===== src/rtl/sdm_pkg.sv =====
// Shared types and helpers for the sigma-delta interpolating upsampler.
package sdm_pkg;

   // Interpolator control states.
   typedef enum logic [1:0] {
      IDLE = 2'd0,
      HOLD = 2'd1,
      RUN  = 2'd2
   } state_e;

   // Default geometry (sample width 16, ratio 64).
   localparam int N_DEF        = 16;
   localparam int OSR_LOG2_DEF = 6;

   // Accumulator needs the sample, the fractional phase bits and one guard bit.
   function automatic int acc_width(input int n, input int osr_log2);
      return n + osr_log2 + 1;
   endfunction

   // Segment slope spans the full difference of two N-bit samples.
   function automatic int delta_width(input int n);
      return n + 1;
   endfunction

   localparam int ACCW = acc_width(N_DEF, OSR_LOG2_DEF);
   localparam int DW   = delta_width(N_DEF);

   // Increment that sticks at the all-ones value of a w-bit counter.
   function automatic logic [63:0] sat_inc(input logic [63:0] v, input int unsigned w);
      logic [63:0] max_v;
      max_v = (w >= 64) ? {64{1'b1}} : ((64'd1 << w) - 64'd1);
      return (v >= max_v) ? max_v : (v + 64'd1);
   endfunction

endpackage


===== src/rtl/sdm_interp_in_buf.sv =====
// One-entry input buffer with a bypass path straight from s_data.
module sdm_in_buf
   import sdm_pkg::*;
#(
   parameter int N = 16
) (
   input  logic         clk,
   input  logic         areset,
   input  logic [N-1:0] s_data,
   input  logic         s_valid,
   output logic         s_ready,
   input  logic         consume,
   output logic         avail,
   output logic [N-1:0] sample
);

   logic [N-1:0] nxt_q, nxt_d;
   logic         nxt_valid_q, nxt_valid_d;
   logic         accept;

   // Ready comes from a register so a fill can only land in an empty slot.
   assign s_ready = ~nxt_valid_q & ~areset;
   assign accept  = s_valid & s_ready;
   assign avail   = nxt_valid_q | accept;
   assign sample  = nxt_valid_q ? nxt_q : s_data;

   // Consume empties the slot; an accept not consumed in the same cycle fills it.
   always_comb begin
      nxt_d       = nxt_q;
      nxt_valid_d = nxt_valid_q;
      if (consume) begin
         nxt_valid_d = 1'b0;
      end
      if (accept && !consume) begin
         nxt_d       = s_data;
         nxt_valid_d = 1'b1;
      end
   end

   // Buffer registers; reset discards any held sample.
   always_ff @(posedge clk or posedge areset) begin
      if (areset) begin
         nxt_q       <= '0;
         nxt_valid_q <= 1'b0;
      end else begin
         nxt_q       <= nxt_d;
         nxt_valid_q <= nxt_valid_d;
      end
   end

endmodule


===== src/rtl/sdm_interp.sv =====
// Linear-interpolating upsampler feeding the first-order sigma-delta modulator.
module sdm_interp
   import sdm_pkg::*;
#(
   parameter int N        = 16,
   parameter int OSR_LOG2 = 6,
   parameter int CNTW     = 16
) (
   input  logic            clk,
   input  logic            areset,
   input  logic [N-1:0]    s_data,
   input  logic            s_valid,
   output logic            s_ready,
   output logic [N-1:0]    dout,
   output logic            dout_valid,
   output logic            underrun,
   output logic [CNTW-1:0] underrun_cnt
);

   localparam int ACC_W = acc_width(N, OSR_LOG2);
   localparam int D_W   = delta_width(N);

   state_e              state_q, state_d;
   logic [N-1:0]        x1_q, x1_d;
   logic [D_W-1:0]      delta_q, delta_d;
   logic [ACC_W-1:0]    acc_q, acc_d;
   logic [OSR_LOG2-1:0] ph_q, ph_d;
   logic                underrun_q, underrun_d;
   logic [CNTW-1:0]     cnt_q, cnt_d;

   logic                avail;
   logic                consume;
   logic [N-1:0]        sample;
   logic [ACC_W-1:0]    x1_start;
   logic [ACC_W-1:0]    sample_start;
   logic [D_W-1:0]      new_delta;
   logic [ACC_W-1:0]    delta_ext;

   sdm_in_buf #(.N(N)) u_in_buf (
      .clk     (clk),
      .areset  (areset),
      .s_data  (s_data),
      .s_valid (s_valid),
      .s_ready (s_ready),
      .consume (consume),
      .avail   (avail),
      .sample  (sample)
   );

   // Segment endpoints scaled to accumulator units, and the next segment slope.
   assign x1_start     = {{(OSR_LOG2 + 1){x1_q[N-1]}}, x1_q, {OSR_LOG2{1'b0}}};
   assign sample_start = {{(OSR_LOG2 + 1){sample[N-1]}}, sample, {OSR_LOG2{1'b0}}};
   assign new_delta    = {sample[N-1], sample} - {x1_q[N-1], x1_q};
   assign delta_ext    = {{OSR_LOG2{delta_q[D_W-1]}}, delta_q};

   // Floor division by R is just dropping the fractional bits; the result
   // always lies between the segment endpoints so the top guard bit is redundant.
   assign dout         = acc_q[OSR_LOG2 +: N];
   assign dout_valid   = (state_q != IDLE);
   assign underrun     = underrun_q;
   assign underrun_cnt = cnt_q;

   // Next-state and datapath update for the IDLE/HOLD/RUN interpolator.
   always_comb begin
      state_d    = state_q;
      x1_d       = x1_q;
      delta_d    = delta_q;
      acc_d      = acc_q;
      ph_d       = ph_q;
      consume    = 1'b0;
      underrun_d = 1'b0;
      cnt_d      = cnt_q;
      case (state_q)
         IDLE: begin
            if (avail) begin
               x1_d    = sample;
               acc_d   = sample_start;
               consume = 1'b1;
               state_d = HOLD;
            end
         end
         HOLD: begin
            ph_d = '0;
            if (avail) begin
               delta_d = new_delta;
               x1_d    = sample;
               consume = 1'b1;
               state_d = RUN;
            end
         end
         RUN: begin
            acc_d = acc_q + delta_ext;
            ph_d  = ph_q + 1'b1;
            if (ph_q == {OSR_LOG2{1'b1}}) begin
               // Restart from the exact segment end so no rounding error carries over.
               acc_d = x1_start;
               if (avail) begin
                  delta_d = new_delta;
                  x1_d    = sample;
                  consume = 1'b1;
               end else begin
                  state_d    = HOLD;
                  underrun_d = 1'b1;
                  cnt_d      = CNTW'(sat_inc(64'(cnt_q), CNTW));
               end
            end
         end
         default: begin
            state_d = IDLE;
         end
      endcase
   end

   // State and datapath registers.
   always_ff @(posedge clk or posedge areset) begin
      if (areset) begin
         state_q    <= IDLE;
         x1_q       <= '0;
         delta_q    <= '0;
         acc_q      <= '0;
         ph_q       <= '0;
         underrun_q <= 1'b0;
         cnt_q      <= '0;
      end else begin
         state_q    <= state_d;
         x1_q       <= x1_d;
         delta_q    <= delta_d;
         acc_q      <= acc_d;
         ph_q       <= ph_d;
         underrun_q <= underrun_d;
         cnt_q      <= cnt_d;
      end
   end

endmodule


===== config.mk =====
export PLATFORM = sky130hd
export DESIGN_NAME = sdm_interp
export DESIGN_NICKNAME = d
export VERILOG_FILES = /design/src/rtl/sdm_pkg.sv /design/src/rtl/sdm_interp_in_buf.sv /design/src/rtl/sdm_interp.sv
export SDC_FILE = /design/constraint.sdc
export NUM_CORES = 1
export LEC_CHECK = 0
export CELL_PAD_IN_SITES_DETAIL_PLACEMENT = 0
export CELL_PAD_IN_SITES_GLOBAL_PLACEMENT = 2
export CORE_ASPECT_RATIO = 1.4
export CORE_MARGIN = 5
export CORE_UTILIZATION = 40
export DETAILED_ROUTE_END_ITERATION = 7
export DONT_BUFFER_PORTS = 1
export PLACE_DENSITY_LB_ADDON = 0.2
export REMOVE_ABC_BUFFERS = 1
export SLEW_MARGIN = 5
export SYNTH_ARGS = -nofsm -noshare
export SYNTH_HDL_FRONTEND = slang
export SYNTH_SLANG_ARGS = --single-unit

===== constraint.sdc =====
create_clock -name clk -period 3.77 [get_ports clk]
set_clock_uncertainty 0.05 [all_clocks]
set_input_delay 0.377 -clock clk [delete_from_list [all_inputs] [get_ports clk]]
set_output_delay 0.377 -clock clk [all_outputs]
set_load 0.01 [all_outputs]

### Yosys cells after proc, flatten, opt, wreduce, memory -nomap -nowiden

Index checks and enable logic that the tools add are counted.

* flip-flop bits (word level): 98
* input port bits: 19
* logic and storage cells: 66

* add/subtract/negate cells: 4
* order comparisons: 1
* equality and inequality tests: 7
* muxes and demuxes: 25
* bitwise gates (word level): 6
* reduce and logical (&&, ||, !) cells: 14

Operators by type and width (count)
* 16-bit two-way mux: 4
* 23-bit two-way mux: 2
* 23-bit one-hot mux with 2 select lines: 1
* 17-bit two-way mux: 2
* 17-bit one-hot mux with 2 select lines: 1
* 16-bit one-hot mux with 2 select lines: 1
* 23-bit adder: 1
* 16-bit by 16-bit subtractor with 17-bit output: 1
* 16-bit by 1-bit adder with 16-bit output (second input constant): 1
* 16-bit >= comparator (second input constant): 1
* 6-bit one-hot mux with 2 select lines: 1
* 2-bit nonzero test: 5
* 2-bit two-way mux: 4
* 2-bit inequality test (second input constant): 4
* 1-bit two-way mux: 7
* 6-bit by 1-bit adder with 6-bit output (second input constant): 1
* 6-bit equality test (second input constant): 1
* 2-bit one-hot mux with 3 select lines: 1
* 2-bit AND reduction: 3
* 4-bit AND reduction: 1
* 1-bit inverter: 3
* 3-bit AND reduction: 1
* 1-bit bitwise AND: 2
* 2-bit by 1-bit equality test with 1-bit output (second input constant): 1
* 7 further kinds: 7

### Logic depth before layout (Yosys ltp)

* word-level depth: 10
* depth in mapped cells: 14
* gate-level depth less buffers: 12

### By module

From an unflattened synthesis, not the netlist that was laid out.

* cells, all modules: 670
* area, all modules: 6361.1 um2

By module, submodules not included
* sdm_interp: instances 1, cells each 611, area an instance 5497.8 um2, sequential area each 2001.9 um2
* sdm_in_buf: instances 1, cells each 59, area an instance 863.3 um2, sequential area each 425.4 um2

### Least setup slack after synthesis

OpenSTA, ideal clock, no wires.

* path type: in2reg
* start: in areset
* end: reg acc_q[18]
* library setup time: 110 ps
* arrival: 3725 ps
* path slack: -115 ps
* stages: 7
* path buffers: 3
* cells stage by stage: inv_1 > a21oi_1 > buf_2 > a21o_1 > clkbuf_1 > clkbuf_1 > o41ai_1

* cells in the longest elaborated chain, start to end: 6

RTL lines
* start: declaration: line sdm_interp.sv:10 `input logic areset,`
* 1-bit inverter: line sdm_interp_in_buf.sv:22 `assign s_ready = ~nxt_valid_q & ~areset;`
* 1-bit bitwise AND: line sdm_interp_in_buf.sv:22
* 1-bit bitwise AND: line sdm_interp_in_buf.sv:23 `assign accept = s_valid & s_ready;`
* 1-bit bitwise OR: line sdm_interp_in_buf.sv:24 `assign avail = nxt_valid_q | accept;`
* 2-bit inequality test (no source line)
* 2-bit AND reduction (no source line)
* end signal: assignment: line sdm_interp.sv:120 `acc_q <= '0;`
* end signal: assignment: line sdm_interp.sv:128 `acc_q <= acc_d;`
* end: declaration: line sdm_interp.sv:26 `logic [ACC_W-1:0] acc_q, acc_d;`

Every way passes these cells.
A chain may end at the register's enable or synchronous reset.

### Worst setup path in the final report

* start: reg u_in_buf.nxt_valid_q
* end: reg delta_q[15]

* elaborated cells on any way between the ends: 9

RTL lines
* start: declaration: line sdm_interp_in_buf.sv:18 `logic nxt_valid_q, nxt_valid_d;`
* start signal: assignment: line sdm_interp_in_buf.sv:47 `nxt_valid_q <= nxt_valid_d;`
* 16-bit two-way mux *: line sdm_interp_in_buf.sv:25 `assign sample = nxt_valid_q ? nxt_q : s_data;`
* net sample[1]: line sdm_interp.sv:33 `logic [N-1:0] sample;`
* 16-bit by 16-bit subtractor with 17-bit output *: line sdm_interp.sv:53 `assign new_delta = {sample[N-1], sample} - {x1_q[N-1], x1_q};`
* 17-bit two-way mux *: line sdm_interp.sv:84, sdm_interp.sv:97
* 17-bit two-way mux: line sdm_interp.sv:94 `if (ph_q == {OSR_LOG2{1'b1}}) begin`
* 17-bit one-hot mux with 2 select lines *: line sdm_interp.sv:73 `case (state_q)`
* end signal: assignment: line sdm_interp.sv:127 `delta_q <= delta_d;`
* end: declaration: line sdm_interp.sv:25 `logic [D_W-1:0] delta_q, delta_d;`

The timed path passes the listed nets; every way through them passes the cells marked *. The select of a mux whose other input is x is not followed.

==> reports/qor.csv <==
metric,value,unit
status,"complete, no violations",
area grow syn2layout,6.47,%
num ports,54,
post-CTS setup buffer count,0,
R2R depth,12,
Hold WC Path Type,primary input to async pin,
Post-Place Setup Slack,0.585,ns
Routed WL per cell,17.5,µm
initial antenna violation count,0,
fin crit period,3.14,ns
f_max,318,MHz
gr usage total,17.2,%
number of flops mapped to enable cells by yosys,0,
Post-Syn Area,0.00611,mm²
Seq cells post-synth,97,
clock buffer count from CTS,9,
Cell variety after synth,53,
CP Class,flip-flop to flip-flop,
FF-to-FF End,delta_q[15],
via density per instance,5.52,
first-pass GRT wire length,24400,µm
drt first pass iters,4,
Hold Buf Count CTS,0,
DRT Wirelength,14900,µm
worst vdd ir,0.309,mV
Chip Width,114,µm
Final Max Tran Viols,0,
core area,0.0150,mm²
root buf cell,clkbuf_16,
Post-DP HPWL,11300,µm
vias in the first global route,4603,
# nets final,717,
Initial Util,40.8,%
"CTS clk-pin slew, worst paths",0.07,ns
H-tree levels,3,
Setup WS post-layout,0.626,ns
via count,4696,
startpoint types,flip-flop,
worst path arrival time,3.29,ns
final setup TNS,0,ns
clock sinks,97,
maximum number of pins on one net before global-route repair,53,
Port Buffers,0,
GRT overflow,0,
clock buffer depth,2,
CTS resizes,0,
Critical Path Sink Type,flip-flop,
final hold violation count,0,
layout cells sized above 1,8.51,%
"FFs w/ async S/R, synth",100,%
Worst R2R Setup Slack,0.63,ns
Synth Instances,676,
gpl congestion,0.810,
die height,156,µm
final setup violation count,0,
Post-DRT Antenna Nets,0,
Final Power,6.15,mW
Filler cells,1530,
top_reg_cell synth,dfrtp_1,
multi-input combinational cell area,0.00332,mm²
"Clk Latency, worst-skew pair",0.34,ns
CTS tree,done,
drt drc,0,
number of DRC markers in iteration 0,162,
Reg area,0.00243,mm²
final worst-path cycle share,83.4,%
relative slew slack,32.0,%
PwrDens,945,mW/mm²
CP required,3.91,ns
ant diodes,0,
worst-path fanout max,6,
max_cap viols,0,
launching point of the worst reg2reg path,u_in_buf.nxt_valid_q,
Post-Syn Area per Cell,9.04,µm²
"Seq/Total Area, Yosys",39.7,%
Lkg Pwr,3.06,nW
Tightest Pin Transition,1.02,ns
die footprint,0.0179,mm²
num rows,53,
Ys Warns,0,
unrepaired setup endpoints after global routing,false,
## stage by stage
step | instances | util [%] | hold slack, ns | instance area [µm²]
after floorplan | 632 | - | 0.403 | 5880
after global placement | 834 | 41.3 | 0.420 | 6200
after detailed placement | 834 | 41.3 | 0.429 | 6200
after CTS | 850 | 43.4 | 0.0595 | 6500
after global routing | 850 | 43.4 | 0.0765 | 6500
final | 850 | 43.4 | 0.0343 | 6500
## placed cells by master, fill, tap and decap left out, types with 5 or more instances in the layout
cell type / count
nor3_1: 7
ha_1: 43
a22o_1: 5
mux2i_1: 13
clkbuf_16: 9
nand2_1: 68
mux2_2: 22
nand3_1: 22
a21o_1: 15
nand4_1: 10
o21ai_0: 53
xnor2_1: 10
dfrtp_1: 97
nor2b_1: 5
nor2_1: 50
xor2_1: 27
buf_4: 10
a21oi_1: 53
o21ai_1: 18
and3_1: 8
a31oi_1: 8
or3_1: 10
nand2b_1: 6
inv_1: 35
## worst max-delay path, stage by stage (launching register included)
cell and delay [ns]:
dfrtp_1 0.50, mux2i_1 0.44, inv_1 0.08, ha_1 0.28
nand2b_1 0.09, a21oi_1 0.11, o211ai_1 0.22, a21oi_1 0.14
o31ai_1 0.38, nor2_1 0.11, a311oi_1 0.35, xor2_1 0.18
o21ai_1 0.07
## how the worst max path moves through the flow
stage                                     from     endpoint  slack (ns)  depth (start not counted)
after floorplan                         areset     acc_q[5]       -0.65                          5
after global placement    u_in_buf.nxt_valid_q  delta_q[14]        0.69                         12
after detailed placement  u_in_buf.nxt_valid_q  delta_q[15]        0.59                         12
after CTS                 u_in_buf.nxt_valid_q  delta_q[15]        0.58                         12
after global routing      u_in_buf.nxt_valid_q  delta_q[14]        0.20                         12
final                     u_in_buf.nxt_valid_q  delta_q[15]        0.63                         12
## sequential cells by signal, indices dropped and copies added, names as in the netlist
name	flops
underrun	1
delta_q	17
ph_q	6
u_in_buf.nxt_q	16
acc_q	22
u_in_buf.nxt_valid_q	1
x1_q	16
underrun_cnt	16
state_q	2
## cell usage after synthesis (10+ instances only)
master,n,area [µm²]
dfrtp_1,97,2430
o21ai_0,53,265
mux2i_1,13,130
a21oi_1,53,265
o21ai_1,18,90.1
clkbuf_1,25,93.8
mux2_2,22,248
inv_1,36,135
nand2_1,68,255
buf_4,17,128
xor2_1,27,236
a21o_1,15,113
xnor2_1,10,87.6
nor2_1,50,188
nand3_1,22,110
or3_1,10,62.6
ha_1,43,538
nand4_1,10,62.6
## final cells by class
class                           instances  area share, %
Timing Repair Buffer                   10           1.15
Tap cell                              192           3.69
Clock buffer                            9           3.46
Multi-Input combinational cell        499           51.0
Clock inverter                          7           1.29
Inverter                               36           2.12
Sequential cell                        97           37.3
## report_power, final
group,internal (mW),total (mW),switching (mW)
clock,0.528,0.969,0.440
combinational,1.40,3.39,1.99
sequential,1.44,1.79,0.344
## metal layers
| metal | vias up | share of wire [%] | wire [µm] | global-route usage (%) |
|---|---|---|---|---|
| met1 | 2262 | 43 | 6430 | 21.5 |
| met4 | 0 | 1.5 | 229 | 4.75 |
| met5 | - | 0 | 0 | 0 |
| met3 | 17 | 5.2 | 777 | 4.37 |
| met2 | 78 | 50 | 7480 | 29.5 |
| li1 | 2339 | - | - | - |
## logic make-up (layout without fill, tap and decap cells)
group,after synthesis,count (layout),share of synthesized area [%]
AO/OA/AOI/OAI,189,189,18.8
XOR/XNOR,37,37,5.30
adder cells (fa/ha/maj),45,45,9.46
buffers and inverters,80,62,6.00
flip-flops,97,97,39.7
multiplexers,35,35,6.18
AND/OR/NAND/NOR,193,193,14.5
Note: power is estimated with default switching activity, not from simulation.
